File: src/rtl/fetch_unit.sv
// fetch_unit: IF stage owning the PC, the fetch address and the IF/ID register.
// Define FETCH_BTB_EN to compile in the direct-mapped BTB next-PC predictor.
module fetch_unit #(
   parameter int unsigned     XLEN      = 32,
   parameter logic [XLEN-1:0] RESET_PC  = 32'h0000_0000,
   parameter logic [XLEN-1:0] INST_NOP  = 32'h0000_0000,
   parameter int unsigned     BTB_DEPTH = 16
) (
   input  logic            clk,
   input  logic            reset,
   output logic [XLEN-1:0] inst_addr,
   input  logic [XLEN-1:0] inst_mem,
   input  logic            MIO_ready,
   input  logic            stall,
   input  logic            redirect,
   input  logic [XLEN-1:0] redirect_pc,
   input  logic            bt_update,
   input  logic [XLEN-1:0] bt_pc,
   input  logic [XLEN-1:0] bt_target,
   input  logic            bt_taken,
   output logic [XLEN-1:0] ifid_ir,
   output logic [XLEN-1:0] ifid_pc,
   output logic            ifid_valid,
   output logic            ifid_pred_taken
);

   logic [XLEN-1:0] pc_q, pc_d;
   logic [XLEN-1:0] ir_q, ir_d;
   logic [XLEN-1:0] ifpc_q, ifpc_d;
   logic            valid_q, valid_d;
   logic            pred_q, pred_d;
   logic [XLEN-1:0] pc_plus4;
   logic            pred_taken;
   logic [XLEN-1:0] pred_target;

   assign pc_plus4 = pc_q + XLEN'(4);

`ifdef FETCH_BTB_EN
   localparam int unsigned IW = $clog2(BTB_DEPTH);
   localparam int unsigned TW = XLEN - IW - 2;

   logic [BTB_DEPTH-1:0] btb_v_q;
   logic [TW-1:0]        btb_tag_q [BTB_DEPTH];
   logic [1:0]           btb_cnt_q [BTB_DEPTH];
   logic [XLEN-1:0]      btb_tgt_q [BTB_DEPTH];

   logic [IW-1:0] lk_idx;
   logic [TW-1:0] lk_tag;
   logic [IW-1:0] up_idx;
   logic [TW-1:0] up_tag;
   logic          up_hit;
   logic          unused_bt_lsb;

   assign lk_idx        = pc_q[IW+1:2];
   assign lk_tag        = pc_q[XLEN-1:IW+2];
   assign up_idx        = bt_pc[IW+1:2];
   assign up_tag        = bt_pc[XLEN-1:IW+2];
   assign unused_bt_lsb = ^bt_pc[1:0];

   // Registered storage: a same-cycle update is only seen by the next lookup.
   assign pred_taken  = btb_v_q[lk_idx]
                      && (btb_tag_q[lk_idx] == lk_tag)
                      && btb_cnt_q[lk_idx][1];
   assign pred_target = btb_tgt_q[lk_idx];
   assign up_hit      = btb_v_q[up_idx] && (btb_tag_q[up_idx] == up_tag);

   always_ff @(posedge clk or posedge reset) begin
      if (reset) begin
         btb_v_q <= '0;
      end else if (bt_update && bt_taken) begin
         btb_v_q[up_idx] <= 1'b1;
      end
   end

   // Tags, counters and targets need no reset: valid gates every use.
   always_ff @(posedge clk) begin
      if (bt_update) begin
         if (up_hit) begin
            if (bt_taken) begin
               if (btb_cnt_q[up_idx] != 2'b11) begin
                  btb_cnt_q[up_idx] <= btb_cnt_q[up_idx] + 2'd1;
               end
               btb_tgt_q[up_idx] <= bt_target;
            end else if (btb_cnt_q[up_idx] != 2'b00) begin
               btb_cnt_q[up_idx] <= btb_cnt_q[up_idx] - 2'd1;
            end
         end else if (bt_taken) begin
            btb_tag_q[up_idx] <= up_tag;
            btb_cnt_q[up_idx] <= 2'b10;
            btb_tgt_q[up_idx] <= bt_target;
         end
      end
   end
`else
   localparam int unsigned unused_btb_depth = BTB_DEPTH;

   logic unused_bt;

   assign unused_bt   = ^{bt_update, bt_pc, bt_target, bt_taken};
   assign pred_taken  = 1'b0;
   assign pred_target = pc_plus4;
`endif

   always_comb begin
      pc_d = pc_plus4;
      if (redirect) begin
         pc_d = redirect_pc;
      end else if (stall || !MIO_ready) begin
         pc_d = pc_q;
      end else if (pred_taken) begin
         pc_d = pred_target;
      end
   end

   always_comb begin
      ir_d    = ir_q;
      ifpc_d  = ifpc_q;
      valid_d = valid_q;
      pred_d  = pred_q;
      if (redirect || (!stall && !MIO_ready)) begin
         ir_d    = INST_NOP;
         valid_d = 1'b0;
         pred_d  = 1'b0;
      end else if (!stall) begin
         ir_d    = inst_mem;
         ifpc_d  = pc_plus4;
         valid_d = 1'b1;
         pred_d  = pred_taken;
      end
   end

   always_ff @(posedge clk or posedge reset) begin
      if (reset) begin
         pc_q    <= RESET_PC;
         ir_q    <= INST_NOP;
         ifpc_q  <= '0;
         valid_q <= 1'b0;
         pred_q  <= 1'b0;
      end else begin
         pc_q    <= pc_d;
         ir_q    <= ir_d;
         ifpc_q  <= ifpc_d;
         valid_q <= valid_d;
         pred_q  <= pred_d;
      end
   end

   assign inst_addr       = pc_q;
   assign ifid_ir         = ir_q;
   assign ifid_pc         = ifpc_q;
   assign ifid_valid      = valid_q;
   assign ifid_pred_taken = pred_q;

endmodule

File: config.mk
export PLATFORM = sky130hd
export DESIGN_NAME = fetch_unit
export DESIGN_NICKNAME = d
export VERILOG_FILES = /design/src/rtl/fetch_unit.sv
export SDC_FILE = /design/constraint.sdc
export NUM_CORES = 1
export LEC_CHECK = 0
export CAP_MARGIN = 15
export CORE_MARGIN = 5
export CORE_UTILIZATION = 44
export CTS_BUF_LIST = sky130_fd_sc_hd__clkbuf_4 sky130_fd_sc_hd__clkbuf_8 sky130_fd_sc_hd__clkbuf_16
export DETAILED_ROUTE_END_ITERATION = 10
export HOLD_SLACK_MARGIN = 0.06
export PLACE_DENSITY = 0.86
export SYNTH_ARGS = -nofsm -noshare
export SYNTH_HDL_FRONTEND = slang
export SYNTH_SLANG_ARGS = --single-unit
File: constraint.sdc
create_clock -name clk -period 4.9 [get_ports clk]
set_input_delay 0.98 -clock clk [delete_from_list [all_inputs] [get_ports clk]]
set_output_delay 0.98 -clock clk [all_outputs]
set_load 0.1 [all_outputs]
## Word level (Yosys, flattened, before mapping)

Index checks and enable logic that the tools add are counted.
W data, S select, Z words.

- Output and inout port bits: 98
- Logic and storage cells: 24
- Register bits: 98
- RAM bits: 0
- Bits in read-only memories: 0
- Memories kept: 0
- Latch bits: 0

- Reduce and logical (&&, ||, !) cells: 6
- Multiplexer cells: 8
- Divide/modulo/power cells: 0
- Multipliers: 0
- Magnitude comparators: 0
- Shifts and indexed selects: 0
- Add/subtract/negate cells: 1
- Bitwise logic cells: 2
- Equal/unequal tests: 2

Operator list:

| kind | number |
|---|---|
| $mux W32 | 4 |
| $add A32 B3 Y32 const B | 1 |
| $mux W1 | 4 |
| $logic_not A1 Y1 | 2 |
| $logic_or A1 B1 Y1 | 2 |
| $ne A2 B1 Y1 const B | 1 |
| $ne A2 B2 Y1 const B | 1 |
| $not A1 Y1 | 2 |
| $reduce_and A2 Y1 | 1 |
| $logic_and A1 B1 Y1 | 1 |

## Longest topological paths before layout

Gate-level depths: netlist of run 1.

- Depth after elaboration: 5
- Depth in mapped cells: 7

## Worst setup path before layout of run 1

OpenSTA, ideal clock, no wires.

- Kind: flip-flop to flip-flop
- Start: reg pc_q[2], in the netlist inst_addr[2]
- End: reg pc_q[16], in the netlist inst_addr[16]
- Required time: 4.828 ns
- Arrival: 2.686 ns
- Setup slack: 2.142 ns
- Library setup time: 0.072 ns
- Stages on the path, launching flop included: 7
- Buffers on the path: 1
- Period minus slack after synthesis: 2.758 ns
- Cells stage by stage: dfrtp_1 ha_1 nand3_2 or4_1 clkbuf_1 or4_1 nand3_1

- Cells in the longest elaborated chain, start to end: 3

RTL lines:

| what | RTL line | source |
|---|---|---|
| start: declaration | 27 | `logic [XLEN-1:0] pc_q, pc_d;` |
| start signal: assignment | 140 | `pc_q <= pc_d;` |
| $add A32 B3 Y32 | 36 | `assign pc_plus4 = pc_q + XLEN'(4);` |
| $mux W32 | 108 | `end else if (stall \|\| !MIO_ready) begin` |
| $mux W32 | 106 | `if (redirect) begin` |

Every way passes these cells. The select of a mux whose other input is x is not followed.
A chain may end at the register's enable or synchronous reset.

## Worst setup path after layout of run 1

- Start: reg pc_q[14], in the netlist inst_addr[14]
- End: out inst_addr[14]

RTL lines:

| what | RTL line | source |
|---|---|---|
| end: declaration | 11 | `output logic [XLEN-1:0] inst_addr,` |

No word-level cell between the ends.

==> insert_results.sql, run 1 <==
INSERT INTO impl_metrics (metric_group, metric, value, unit) VALUES
('floorplan', 'die_height', '114', 'um'),
('power_and_ir_drop', 'p_leak', '2.64', 'nW'),
('global_routing', 'grt_use_met3', '0.0444', ''),
('placed_design', 'finalWeightedCongestion', '0.863', ''),
('setup_path', 'cell_by_cell_listing_of_the_critical_path', 'clkdlybuf4s50_1', ''),
('clock_network', 'worstSkewPairLatency', '370', 'ps'),
('detailed_routing', 'drc_violations_left', '0', ''),
('sta', 'worst_slack', '1680', 'ps'),
('finish', 'flow.area_growth_from_synthesis', '39.5', '%'),
('sta', 'setup_viol', '0', ''),
('setup_path', 'crit_path_max_fanout', '10', ''),
('floorplan', 'die-width', '114', 'um'),
('setup_path', 'critPathRequiredTime', '3920', 'ps'),
('setup_path', 'critPathArrivalTime', '2240', 'ps'),
('logic_synthesis', 'synth_top_cell_area_share', '0.509', ''),
('logic_synthesis', 'synth_area_leaders', 'dfrtp_1 51%, a22o_1 6.1%, nand2_1 4.9%, o21ai_0 3.6%, or4_1 3.3%', ''),
('clock_network', 'clock-sinks', '97', ''),
('worst_hold_path', 'hold_path_class', 'register to register', ''),
('global_routing', 'antenna_violations_before_repair', '0', ''),
('sta', 'timing.final.max_slew_violations', '0', ''),
('logic_synthesis', 'synthesis.nets', '621', ''),
('clock_network', 'clock_tree.htree_level_count', '3', ''),
('floorplan', 'boundaryPins', '233', ''),
('logic_synthesis', 'synth_async_sr_flop_share', '1.00', ''),
('power_and_ir_drop', 'p_int', '0.00136', 'W'),
('clock_network', 'cts_tree', 'built', ''),
('setup_path', 'slowest_delay', '1230', 'ps'),
('sta', 'final_hold_viol_count', '0', ''),
('setup_path', 'crit_cells', '1', ''),
('floorplan', 'core_region_area', '0.0107', 'mm^2'),
('detailed_routing', 'routed-via-count', '4566', ''),
('clock_network', 'postCtsSetupRepairBufs', '0', ''),
('detailed_routing', 'first_iteration_detailed_routing_drc_count', '513', ''),
('detailed_routing', 'drtAntennaViolNets', '0', ''),
('finish', 'final_nets', '760', ''),
('global_routing', 'use_met1', '0.307', ''),
('power_and_ir_drop', 'worst_ir_drop_vdd', '0.170', 'mV'),
('global_routing', 'first_global_vias', '4361', ''),
('sta', 'post-route-period-util', '0.658', ''),
('clock_network', 'cts-resized-gates', '0', ''),
('power_and_ir_drop', 'p_sw', '0.00120', 'W'),
('sta', 'tightest_slew', '1070', 'ps'),
('detailed_routing', 'route.final.wire_length', '14.8', 'mm'),
('setup_path', 'worstSetupPathType', 'register to output port', ''),
('logic_synthesis', 'cells_after_synthesis', '485', ''),
('finish', 'fill_cell_total_of_the_finished_layout', '880', ''),
('clock_network', 'cts_hold_repair.buffers', '0', ''),
('finish', 'non_filler_instance_count_after_layout', '768', ''),
('sta', 'rsz0062_at_grt', 'no', ''),
('placed_design', 'detailedPlacementHpwl', '10.6', 'mm'),
('setup_path', 'critical_path.startpoint_type', 'register', ''),
('detailed_routing', 'routedWlPerCell', '19.3', 'um'),
('sta', 'timing.slew.headroom', '0.286', ''),
('setup_path', 'end_kind', 'output port', ''),
('power_and_ir_drop', 'swShare', '0.469', ''),
('setup_path', 'critical_path.n_buffers_inverters', '1', ''),
('placed_design', 'place_area', '0.00647', 'mm^2'),
('setup_path', 'cp_slowest_cell', 'clkdlybuf4s50_1', ''),
('power_and_ir_drop', 'p_per_area', '385', 'mW/mm^2'),
('global_routing', 'grt_use_total', '0.225', ''),
('logic_synthesis', 'synth.avg_cell_area', '9.83', 'um^2'),
('detailed_routing', 'detail_route.vias_per_cell', '5.95', ''),
('global_routing', 'grtUsageMet2', '0.359', ''),
('finish', 'drive_gt1_frac', '0.0557', ''),
('finish', 'layout.cell_area.non_filler', '0.00665', 'mm^2'),
('logic_synthesis', 'ys_seq_area_frac', '0.509', ''),
('clock_network', 'number_of_clock_buffers_inserted_by_tritoncts', '9', ''),
('logic_synthesis', 'yosys_most_used_dff', 'dfrtp_1', ''),
('run_status', 'status', 'finished, final reports clean', ''),
('logic_synthesis', 'count_of_synthesis_stage_warnings_from_yosys', '0', ''),
('sta', 'max_freq', '310', 'MHz');
routing by layer:
layer | routed length (um) | share of wire
met2 | 6980 | 0.47
met4 | 273 | 0.018
met5 | 0 | 0
met3 | 1290 | 0.087
met1 | 6270 | 0.42
power by group through the flow:
stage          Sequential [W]  Clock [W]  Combinational (W)
3_3_place_gp         0.000987          0            0.00109
4_1_cts              0.000978   0.000497            0.00110
2_1_floorplan         0.00159          0           0.000194
6_report             0.000980   0.000485            0.00110
3_5_place_dp         0.000994          0            0.00110
5_1_grt              0.000995   0.000526            0.00114
Yosys cell counts (all sizes together) (6+ instances only):
| cell type | instances |
|---|---|
| a22o | 33 |
| a31oi | 13 |
| and4 | 8 |
| buf | 14 |
| clkbuf | 28 |
| dfrtp | 97 |
| nand2 | 62 |
| nand3 | 29 |
| nand4 | 19 |
| nor2 | 22 |
| nor2b | 9 |
| nor3 | 8 |
| o211ai | 13 |
| o21ai | 34 |
| o31ai | 6 |
| or3 | 9 |
| or4 | 23 |
| xnor2 | 17 |
placed cells by master (no fill, tap or decap), types with 2 or more instances in the layout:
cell type / count
clkdlybuf4s50_1: 164
dfrtp_1: 97
nand2_1: 62
o21ai_0: 34
a22o_1: 33
nand3_1: 27
nor2_1: 21
or4_1: 21
nand4_1: 18
xnor2_1: 17
a31oi_1: 13
o211ai_1: 13
clkbuf_8: 11
or3_1: 9
nor3_1: 8
and4_1: 8
nor2b_1: 8
o31ai_1: 6
xor2_1: 5
a22oi_1: 5
inv_1: 4
buf_4: 4
mux2_2: 3
nor4_1: 3
and2_1: 2
or4b_2: 2
or4_4: 2
nand4b_1: 2
o311ai_0: 2
clkinv_2: 2
layout make-up:
type | count | area (um^2) | area share
flip-flops and latches | 97 | 2430 | 0.365
well taps | 140 | 175 | 0.0263
multi-input cells | 341 | 2140 | 0.322
clock inverters | 4 | 27.5 | 0.00414
repair buffers | 170 | 1700 | 0.256
inverters | 5 | 21.3 | 0.00320
clock buffers | 11 | 151 | 0.0228
registers in the layout (all words and copies together) (netlist names):
signal and flops:
ifid_valid 1, ifid_ir 32, ifid_pc 32, inst_addr 32
kinds of logic (layout without fill, tap and decap cells):
group,after synthesis,after routing,synth area share
simple gates,203,203,0.233
compound gates,110,110,0.162
flops,97,97,0.509
buf+inv,47,190,0.0433
xor+xnor,22,22,0.0404
mux,4,4,0.00918
fa+ha+maj,1,1,0.00262
other cells,1,1,0.000786
per-stage QoR:
| step | hold WS [ps] | total power (W) |
|---|---|---|
| 3_3_place_gp | 462 | 0.00208 |
| 3_5_place_dp | 471 | 0.00210 |
| 6_report | 485 | 0.00256 |
| 2_1_floorplan | 458 | 0.00178 |
| 4_1_cts | 491 | 0.00258 |
| 5_1_grt | 521 | 0.00266 |
worst paths after layout:
check	from	endpoint	slack [ps]
max in group asynchronous	reset	inst_addr[16]$_DFFE_PP0N_	2850
worst max-delay path	inst_addr[14]$_DFFE_PP0N_	inst_addr[14]	1680
min in group asynchronous	reset	ifid_ir[7]$_DFFE_PP0P_	1210
worst min register to register	ifid_pc[9]$_DFFE_PP0P_	ifid_pc[9]$_DFFE_PP0P_	480
worst min-delay path	ifid_pc[9]$_DFFE_PP0P_	ifid_pc[9]$_DFFE_PP0P_	480
worst max register to register	inst_addr[14]$_DFFE_PP0N_	inst_addr[21]$_DFFE_PP0N_	2070
Note: power is estimated with default switching activity, not from simulation.
==> run 2: changes to the inputs <==
CORE_UTILIZATION = 41   (was 44)
PLACE_DENSITY = 0.81   (was 0.86)
clock period = 3.1 ns   (was 4.9 ns; I/O delays follow)
==> run 2 against run 1 <==
First-iteration DRC count rose by 8.2%; utilization decreased by 4.1 points; critical path depth grew 4; final area is 0.81% lower; non-clock buffer count up 5; hold slack worse by 3.1 ps; via count hardly changed; critical path type is now input pin to register; largest cell class unchanged; largest power group unchanged.
==> insert_results.sql, run 2 (synthesis results as in run 1) <==
INSERT INTO impl_metrics (metric_group, metric, value, unit) VALUES
('global_routing', 'first_global_vias', '4361', ''),
('placed_design', 'finalWeightedCongestion', '0.844', ''),
('clock_network', 'clk_path_buf_depth', '2', ''),
('setup_path', 'critical_path.startpoint_type', 'input pin', ''),
('sta', 'setup_viol', '0', ''),
('sta', 'final_hold_viol_count', '0', ''),
('clock_network', 'cts_tree', 'built', ''),
('clock_network', 'postCtsSetupRepairBufs', '0', ''),
('clock_network', 'clock_tree.htree_level_count', '3', ''),
('placed_design', 'dp.cells', '761', ''),
('clock_network', 'clk_root_buffer_cell', 'clkbuf_16', ''),
('clock_network', 'cts_hold_repair.buffers', '0', ''),
('global_routing', 'use_met1', '0.290', ''),
('detailed_routing', 'drc_violations_left', '0', ''),
('finish', 'final_nets', '765', ''),
('global_routing', 'grt_pass1_wl', '23.7', 'mm'),
('sta', 'finalWorstPathRequiredPeriod', '2450', 'ps'),
('setup_path', 'cp_slowest_cell', 'or3b_2', ''),
('sta', 'timing.final.max_slew_violations', '0', ''),
('sta', 'clock-skew-final', '7.03', 'ps'),
('placed_design', 'detailedPlacementHpwl', '10.5', 'mm'),
('detailed_routing', 'first_iteration_detailed_routing_drc_count', '555', ''),
('sta', 'tightest_slew', '636', 'ps'),
('global_routing', 'grt_use_total', '0.208', ''),
('floorplan', 'core_region_area', '0.0114', 'mm^2'),
('power_and_ir_drop', 'p_leak', '2.85', 'nW'),
('finish', 'layout_common_cells', '105 x buf_4, 97 x dfrtp_1, 67 x clkdlybuf4s50_1, 62 x nand2_1, 34 x o21ai_0', ''),
('setup_path', 'cp-startpoint', 'stall', ''),
('setup_path', 'critical_path.n_buffers_inverters', '1', ''),
('global_routing', 'grtUsageMet2', '0.308', ''),
('detailed_routing', 'drtAntennaViolNets', '0', ''),
('finish', 'layout.cell_area.non_filler', '0.00660', 'mm^2'),
('setup_path', 'r2r-start', 'inst_addr[2]$_DFFE_PP0N_', ''),
('setup_path', 'crit_path_max_fanout', '19', ''),
('floorplan', 'die-width', '118', 'um'),
('run_status', 'status', 'finished, final reports clean', ''),
('setup_path', 'slowest_delay', '730', 'ps'),
('detailed_routing', 'routedWlPerCell', '18.9', 'um'),
('clock_network', 'clock-sinks', '97', ''),
('floorplan', 'die-area', '0.0139', 'mm^2'),
('floorplan', 'die_height', '118', 'um'),
('floorplan', 'boundaryPins', '233', ''),
('finish', 'fill_cell_total_of_the_finished_layout', '991', ''),
('clock_network', 'number_of_clock_buffers_inserted_by_tritoncts', '9', ''),
('detailed_routing', 'dr.pass1.iters', '8', ''),
('global_routing', 'grt-ovfl-total', '0', ''),
('placed_design', 'port-buffer-count', '165', ''),
('power_and_ir_drop', 'post-layout-total-power', '0.00444', 'W'),
('finish', 'drive_gt1_frac', '0.218', ''),
('detailed_routing', 'routed-via-count', '4562', ''),
('setup_path', 'worstSetupPathType', 'input pin to register', ''),
('clock_network', 'worstSkewPairLatency', '350', 'ps'),
('clock_network', 'cts-resized-gates', '0', ''),
('global_routing', 'antenna_violations_before_repair', '0', ''),
('clock_network', 'clk_pin_slew', '70', 'ps'),
('setup_path', 'critPathArrivalTime', '2730', 'ps'),
('sta', 'timing.slew.headroom', '0.570', ''),
('worst_hold_path', 'hold_path_class', 'register to register', ''),
('placed_design', 'place_area', '0.00628', 'mm^2'),
('setup_path', 'end_kind', 'register', ''),
('sta', 'tns', '0', 'ps'),
('global_routing', 'layer_carrying_the_most_global_route_usage', 'met2', ''),
('detailed_routing', 'detail_route.vias_per_cell', '5.87', ''),
('global_routing', 'grt_use_met3', '0.0519', ''),
('sta', 'post-route-period-util', '0.792', ''),
('setup_path', 'cell_by_cell_listing_of_the_critical_path', 'clkdlybuf4s50_1, or3b_2, nor2_1, or4b_2, nand3_1', ''),
('detailed_routing', 'route.final.wire_length', '14.7', 'mm'),
('power_and_ir_drop', 'p_per_area', '673', 'mW/mm^2'),
('finish', 'flow.area_growth_from_synthesis', '38.4', '%'),
('run', 'cap_violations', '0', ''),
('sta', 'rsz0062_at_grt', 'no', ''),
('finish', 'non_filler_instance_count_after_layout', '777', ''),
('floorplan', 'standard_cell_row_count', '39', ''),
('sta', 'max_freq', '407', 'MHz'),
('sta', 'finalHoldWorstSlack', '481', 'ps'),
('power_and_ir_drop', 'worst_ir_drop_vdd', '0.394', 'mV'),
('floorplan', 'initial_core_util', '0.418', ''),
('setup_path', 'critical-path-top-delay-family', 'simple AND/OR/NAND/NOR gates', ''),
('worst_hold_path', 'hold_path.startpoint', 'ifid_pc[1]$_DFFE_PP0P_', ''),
('global_routing', 'maximum_number_of_pins_on_one_net_before_global_route_repair', '65', ''),
('finish', 'most_common_library_cell_in_the_layout_ignoring_fill_and_taps', 'buf_4', ''),
('finish', 'antenna_cells', '0', ''),
('setup_path', 'critPathRequiredTime', '3380', 'ps');
[run 2: cell count changes in the layout (fill, tap and decap cells not counted), moves of 9 or more]
cell	before	now
buf_4	4	105
clkbuf_16	0	9
clkbuf_8	11	0
clkdlybuf4s50_1	164	67
[run 2: final cells by class]
cell class / instances / area [um^2] / share of cell area
sequential: 97 / 2430 / 0.368
inverter: 5 / 22.5 / 0.00341
multi-input combinational: 341 / 2140 / 0.325
clock inverter: 7 / 95.1 / 0.0144
tap: 143 / 179 / 0.0271
timing repair buffer: 175 / 1500 / 0.228
clock buffer: 9 / 225 / 0.0341
[run 2: metal layers]
layer	routed length (um)	part of all wire	vias up
met4	398	0.027	0
li1	-	-	2082
met3	1270	0.086	28
met2	6570	0.45	243
met1	6480	0.44	2209
met5	0	0	-
[run 2: metrics by stage]
step / utilization / setup slack (ps)
finish: 0.578 / 646
floorplan: - / 342
global route: 0.578 / 547
global placement: 0.550 / 332
detailed placement: 0.550 / 322
CTS: 0.578 / 680
[run 2: worst paths after layout]
path | to | slack, ps | cells past startpoint
worst max register to register | inst_addr[30]$_DFFE_PP0N_ | 740 | 5
max in group asynchronous | ifid_ir[25]$_DFFE_PP0P_ | 2010 | 3
worst min register to register | ifid_pc[1]$_DFFE_PP0P_ | 480 | 2
worst min-delay path | ifid_pc[1]$_DFFE_PP0P_ | 480 | 2
worst max-delay path | inst_addr[25]$_DFFE_PP0N_ | 650 | 5
min in group asynchronous | ifid_pc[6]$_DFFE_PP0P_ | 750 | 3
[run 2: worst register-to-register path, stage by stage, from the launching register on]
cell     delay, ps
dfrtp_1        500
ha_1           320
nand3_2        170
or4_1          750
or4_1          470
nand3_1         90
[run 2: report_power, final]
part           internal, W  switching [W]  total (W)
combinational     0.000373        0.00131    0.00168
sequential         0.00140       0.000153    0.00155
clock             0.000707       0.000493    0.00120
